$ cat config.mk
export PLATFORM = sky130hd
export DESIGN_NAME = switch_button_debounce_interface
export DESIGN_NICKNAME = d
export VERILOG_FILES = /design/src/rtl/switch_button_debounce_interface.sv
export SDC_FILE = /design/constraint.sdc
export NUM_CORES = 1
export LEC_CHECK = 0
export CELL_PAD_IN_SITES_DETAIL_PLACEMENT = 1
export CELL_PAD_IN_SITES_GLOBAL_PLACEMENT = 1
export CORE_ASPECT_RATIO = 1.75
export CORE_MARGIN = 10
export CORE_UTILIZATION = 52
export DETAILED_ROUTE_END_ITERATION = 7
export GPL_ROUTABILITY_DRIVEN = 0
export HOLD_SLACK_MARGIN = 0.12
export PLACE_DENSITY_LB_ADDON = 0.1
export SYNTH_ARGS = -nofsm -noshare
export SYNTH_HDL_FRONTEND = slang
export SYNTH_SLANG_ARGS = --single-unit
$ cat constraint.sdc
create_clock -name clock -period 5.1 [get_ports clock]
set_input_delay 1.02 -clock clock [delete_from_list [all_inputs] [get_ports clock]]
set_output_delay 1.02 -clock clock [all_outputs]
set_load 0.1 [all_outputs]
$ cat src/rtl/switch_button_debounce_interface.sv
// Front-panel input conditioning: two-flop synchronizers, per-input debouncers,
// and one request/acknowledge channel per push button (write, read).
module switch_button_debounce_interface #(
    parameter int DEBOUNCE_CYCLES = 1000000,
    parameter int CNT_W           = 20
) (
    input  logic clock,
    input  logic reset_n,
    input  logic switch0_raw,
    input  logic switch1_raw,
    input  logic btn_write_raw,
    input  logic btn_read_raw,
    input  logic write_ack,
    input  logic read_ack,
    output logic write_sel,
    output logic read_sel,
    output logic write_req,
    output logic write_block,
    output logic read_req,
    output logic read_block,
    output logic dropped_press
);

    localparam int N_IN = 4;
    localparam int N_CH = 2;

    localparam logic [CNT_W-1:0] CNT_LAST = CNT_W'(DEBOUNCE_CYCLES - 1);

    localparam logic [0:0] ST_IDLE    = 1'b0;
    localparam logic [0:0] ST_PENDING = 1'b1;

    // Bit order: 0 = switch0, 1 = switch1, 2 = write button, 3 = read button.
    // Channel gi of the request logic pairs button gi+2 with switch gi.
    logic [N_IN-1:0] raw_in;
    logic [N_IN-1:0] sync1_q;
    logic [N_IN-1:0] sync2_q;
    logic [N_IN-1:0] stable;

    logic [N_CH-1:0] btn_prev_q;
    logic [N_CH-1:0] press;
    logic [N_CH-1:0] ack_in;
    logic [N_CH-1:0] req;
    logic [N_CH-1:0] block;
    logic [N_CH-1:0] dropped;

    assign raw_in = {btn_read_raw, btn_write_raw, switch1_raw, switch0_raw};
    assign ack_in = {read_ack, write_ack};

    always_ff @(posedge clock or negedge reset_n) begin
        if (!reset_n) begin
            sync1_q <= '0;
            sync2_q <= '0;
        end else begin
            sync1_q <= raw_in;
            sync2_q <= sync1_q;
        end
    end

    genvar gi;

    generate
        for (gi = 0; gi < N_IN; gi++) begin : g_deb
            logic [CNT_W-1:0] cnt_q;
            logic [CNT_W-1:0] cnt_d;
            logic             stable_q;
            logic             stable_d;

            // Any sample that agrees with the accepted level restarts the count.
            always_comb begin
                cnt_d    = '0;
                stable_d = stable_q;
                if (sync2_q[gi] != stable_q) begin
                    if (cnt_q == CNT_LAST) begin
                        stable_d = sync2_q[gi];
                    end else begin
                        cnt_d = cnt_q + CNT_W'(1);
                    end
                end
            end

            always_ff @(posedge clock or negedge reset_n) begin
                if (!reset_n) begin
                    cnt_q    <= '0;
                    stable_q <= 1'b0;
                end else begin
                    cnt_q    <= cnt_d;
                    stable_q <= stable_d;
                end
            end

            assign stable[gi] = stable_q;
        end
    endgenerate

    always_ff @(posedge clock or negedge reset_n) begin
        if (!reset_n) begin
            btn_prev_q <= '0;
        end else begin
            btn_prev_q <= stable[3:2];
        end
    end

    assign press = stable[3:2] & ~btn_prev_q;

    generate
        for (gi = 0; gi < N_CH; gi++) begin : g_ch
            logic [0:0] state_q;
            logic [0:0] state_d;
            logic       block_q;
            logic       block_d;
            logic       drop_q;
            logic       drop_d;

            // A press while busy is discarded, never queued, even alongside an ack.
            always_comb begin
                state_d = state_q;
                block_d = block_q;
                drop_d  = drop_q;
                case (state_q)
                    ST_IDLE: begin
                        if (press[gi]) begin
                            state_d = ST_PENDING;
                            block_d = stable[gi];
                        end
                    end
                    ST_PENDING: begin
                        if (press[gi]) begin
                            drop_d = 1'b1;
                        end
                        if (ack_in[gi]) begin
                            state_d = ST_IDLE;
                        end
                    end
                    default: begin
                        state_d = ST_IDLE;
                    end
                endcase
            end

            always_ff @(posedge clock or negedge reset_n) begin
                if (!reset_n) begin
                    state_q <= ST_IDLE;
                    block_q <= 1'b0;
                    drop_q  <= 1'b0;
                end else begin
                    state_q <= state_d;
                    block_q <= block_d;
                    drop_q  <= drop_d;
                end
            end

            assign req[gi]     = (state_q == ST_PENDING);
            assign block[gi]   = block_q;
            assign dropped[gi] = drop_q;
        end
    endgenerate

    assign write_sel     = stable[0];
    assign read_sel      = stable[1];
    assign write_req     = req[0];
    assign write_block   = block[0];
    assign read_req      = req[1];
    assign read_block    = block[1];
    assign dropped_press = |dropped;

endmodule

==> results.sh <==
export IMPL_slew_viol_final=0
export IMPL_setup_violations=0
export IMPL_dr_pass1_iters=4
export IMPL_hpwl_mm=7.16
export IMPL_timing_final_crit_period_ns=3.00
export IMPL_cellLeakagePower_nw=2.09
export IMPL_grt_max_degree=67
export IMPL_drt_wirelength_per_cell_um=17.2
export IMPL_synth_edff_count=0
export IMPL_ctsResizeCount=0
export IMPL_grt_overflow=0
export IMPL_clock_sinks=100
export IMPL_cts_hold_buffers=0
export IMPL_internal_power_mw=1.21
export IMPL_num_io_pins=15
export IMPL_tightestPinTransition_ns=0.976
export IMPL_grt_pass1_wl_mm=18.3
export IMPL_drt_wl_total_mm=10.3
export IMPL_maxCapViolCount=0
export IMPL_syn_nets=476
export IMPL_path_class="reg -> out"
export IMPL_min_path_cells=0
export IMPL_async_flop_share=1.00
export IMPL_worstHoldStart="sync1_q[3]$_DFF_PN0_"
export IMPL_die_w_um=91.5
export IMPL_maxSlewHeadroom=0.347
export IMPL_p_comb_frac=0.032
export IMPL_rsz0062_at_grt="no"
export IMPL_p_switching_mw=0.346
export IMPL_outcome="finished, final reports clean"
export IMPL_clock_path_buffers=2
export IMPL_clkPwrFrac=0.445
export IMPL_antennaDiodeCount=0
export IMPL_synth_most_common_cell="dfrtp_1"
export IMPL_post_cts_setup_buffers=0
export IMPL_drc=0
export IMPL_grt_pass1_vias=3943
export IMPL_critPathSlowestCell="clkdlybuf4s50_1"
export IMPL_die_h_um=145
export IMPL_yosys_warnings=0
export IMPL_initial_core_util=0.532
export IMPL_hp_class="reg -> reg"
export IMPL_fin_nets=490
export IMPL_htreeDepth=3
export IMPL_antenna_found_initial=0
export IMPL_ys_flop_type="dfrtp_1"
export IMPL_reg2reg_from="g_deb[1].cnt_q[12]$_DFF_PN0_"
export IMPL_crit_buf_inv=1
export IMPL_clk_latency_ns=0.35
export IMPL_end_kind="output port"
export IMPL_slowest_delay_ns=0.97
export IMPL_dieArea_um2=13300
export IMPL_cpLargestDelayFamily="buffers and inverters"
export IMPL_synth_area_um2=4650
export IMPL_yosysSeqAreaShare=0.539
export IMPL_crit_required_ns=4.08
export IMPL_clock_skew_ns=0.00901
export IMPL_rrSetupSlack_ns=2.86
export IMPL_reg2reg_to="g_deb[1].cnt_q[9]$_DFF_PN0_"
export IMPL_min_delay_worst_endpoint="sync2_q[3]$_DFF_PN0_"
export IMPL_drtAntennaViolNets=0
export IMPL_cts_root_buf="clkbuf_16"
export IMPL_yosys_area_top_type_share=0.539
export IMPL_peakVddDrop_v=0.000272
export IMPL_postLayoutCoreUtil=0.596
export IMPL_synth_common_cells="dfrtp_1, nor2_1, nand3_1, a21oi_1, xor2_1"
export IMPL_path_cells="or2_2 > clkdlybuf4s50_1"
export IMPL_yosysUniqueCellTypes=36
export IMPL_hold_violations=0
export IMPL_drt_iter0_drc=118
export IMPL_viasPerCell=5.87
export IMPL_path_max_fanout=2
export IMPL_period_share=0.588
export IMPL_grt_total_usage=0.165
export IMPL_synth_area_leaders="dfrtp_1, nor2_1, xor2_1, xnor2_1, nand3_1"
export IMPL_yosysTopAreaCell="dfrtp_1"
export IMPL_critPathArrivalTime_ns=1.98
export IMPL_start_kind="flip-flop"
export IMPL_synthCells=464
export IMPL_area_delta_synth_final_pct=12.0
export IMPL_cts_tree="yes"
export IMPL_postSynthAreaPerCell_um2=10.0
export IMPL_num_rows=45
export IMPL_holdWs_ns=0.352
export IMPL_layout_drive_gt1_share=0.0683
export IMPL_num_vias=3523
export IMPL_ys_ff_latch=100
export IMPL_power_density_nw_per_um2=300
export IMPL_cts_buffers=9
export IMPL_swShare=0.222
export IMPL_clk_pin_slew_worst_paths_ns=0.07
export IMPL_numPortBuffers=14
export IMPL_tns_ns=0
export IMPL_power_frac_seq=0.522
export IMPL_fp_coreArea_um2=8730
export IMPL_r2r_cells=4
export IMPL_fmax_mhz=334
cell type report:
type                       instances  area, um2
timing repair buffer              18        168
clock inverter                     5       60.1
clock buffer                      11        243
tap                              117        146
inverter                          22       82.6
multi-input combinational        327       2000
fill                             972       3520
sequential                       100       2500
worst max-delay path by stage:
| stage | startpoint | depth (start not counted) | endpoint |
|---|---|---|---|
| floorplan | g_deb[3].cnt_q[0]$_DFF_PN0_ | 6 | g_deb[3].cnt_q[18]$_DFF_PN0_ |
| global placement | g_ch[1].drop_q$_DFFE_PN0P_ | 2 | dropped_press |
| detailed placement | g_ch[1].drop_q$_DFFE_PN0P_ | 2 | dropped_press |
| CTS | g_ch[1].drop_q$_DFFE_PN0P_ | 2 | dropped_press |
| global route | g_ch[1].drop_q$_DFFE_PN0P_ | 2 | dropped_press |
| finish | g_ch[1].drop_q$_DFFE_PN0P_ | 2 | dropped_press |
stage by stage:
stage | instances | setup WS, ns | instance area (um2) | power, mW
floorplan | 464 | 3.12 | 4650 | 0.850
detailed placement | 584 | 2.47 | 4900 | 0.883
CTS | 600 | 2.08 | 5200 | 1.58
finish | 600 | 2.10 | 5200 | 1.56
global placement | 584 | 2.47 | 4900 | 0.879
global route | 600 | 2.06 | 5200 | 1.62
placed cells by master (no fill, tap or decap), drive strengths merged:
master	n
nor3	10
nor3b	1
nand4b	1
inv	23
dfrtp	100
a31o	2
nand3	36
bufinv	1
xnor2	22
buf	5
clkinv	2
o31ai	10
clkdlybuf4s50	13
nand4	16
ha	4
and2	2
mux2	6
and3	6
o21ai	22
clkinvlp	1
nand2b	3
nor2	55
xor2	23
nor2b	1
or4	17
nor4bb	1
or3	19
nor4	8
clkbuf	11
or4b	2
nor4b	1
and4	3
or2	2
o21bai	4
a21oi	31
nand2	19
logic make-up (layout without fill, tap and decap cells):
logic type,count (synthesis),in the layout,share of synthesized area
XOR/XNOR,45,45,0.0848
multiplexers,6,6,0.0145
flip-flops,100,100,0.539
buffers and inverters,37,56,0.0315
AO/OA/AOI/OAI,69,69,0.0835
adder cells (fa/ha/maj),4,4,0.0108
AND/OR/NAND/NOR,203,203,0.236
state kept, by name (all words and copies together) (netlist names):
| name | count |
|---|---|
| sync2_q | 4 |
| read_req | 1 |
| btn_prev_q | 2 |
| write_sel | 1 |
| sync1_q | 4 |
| write_block | 1 |
| g_deb.stable_q | 2 |
| write_req | 1 |
| g_deb.cnt_q | 80 |
| read_block | 1 |
| read_sel | 1 |
| g_ch.drop_q | 2 |
power by group through the flow:
| stage | Sequential [mW] | Combinational, mW | Clock, mW |
|---|---|---|---|
| 4_1_cts | 0.815 | 0.0530 | 0.710 |
| 3_3_place_gp | 0.829 | 0.0499 | 0 |
| 5_1_grt | 0.816 | 0.0590 | 0.744 |
| 6_report | 0.815 | 0.0505 | 0.695 |
| 2_1_floorplan | 0.827 | 0.0226 | 0 |
| 3_5_place_dp | 0.830 | 0.0524 | 0 |
metal layers:
| metal | routed length, um | global-route usage |
|---|---|---|
| met1 | 4340 | 0.185 |
| met2 | 5520 | 0.290 |
| met3 | 252 | 0.0366 |
| met4 | 191 | 0.0701 |
| met5 | 0 | 0 |
(Power assumes the default switching activity.)
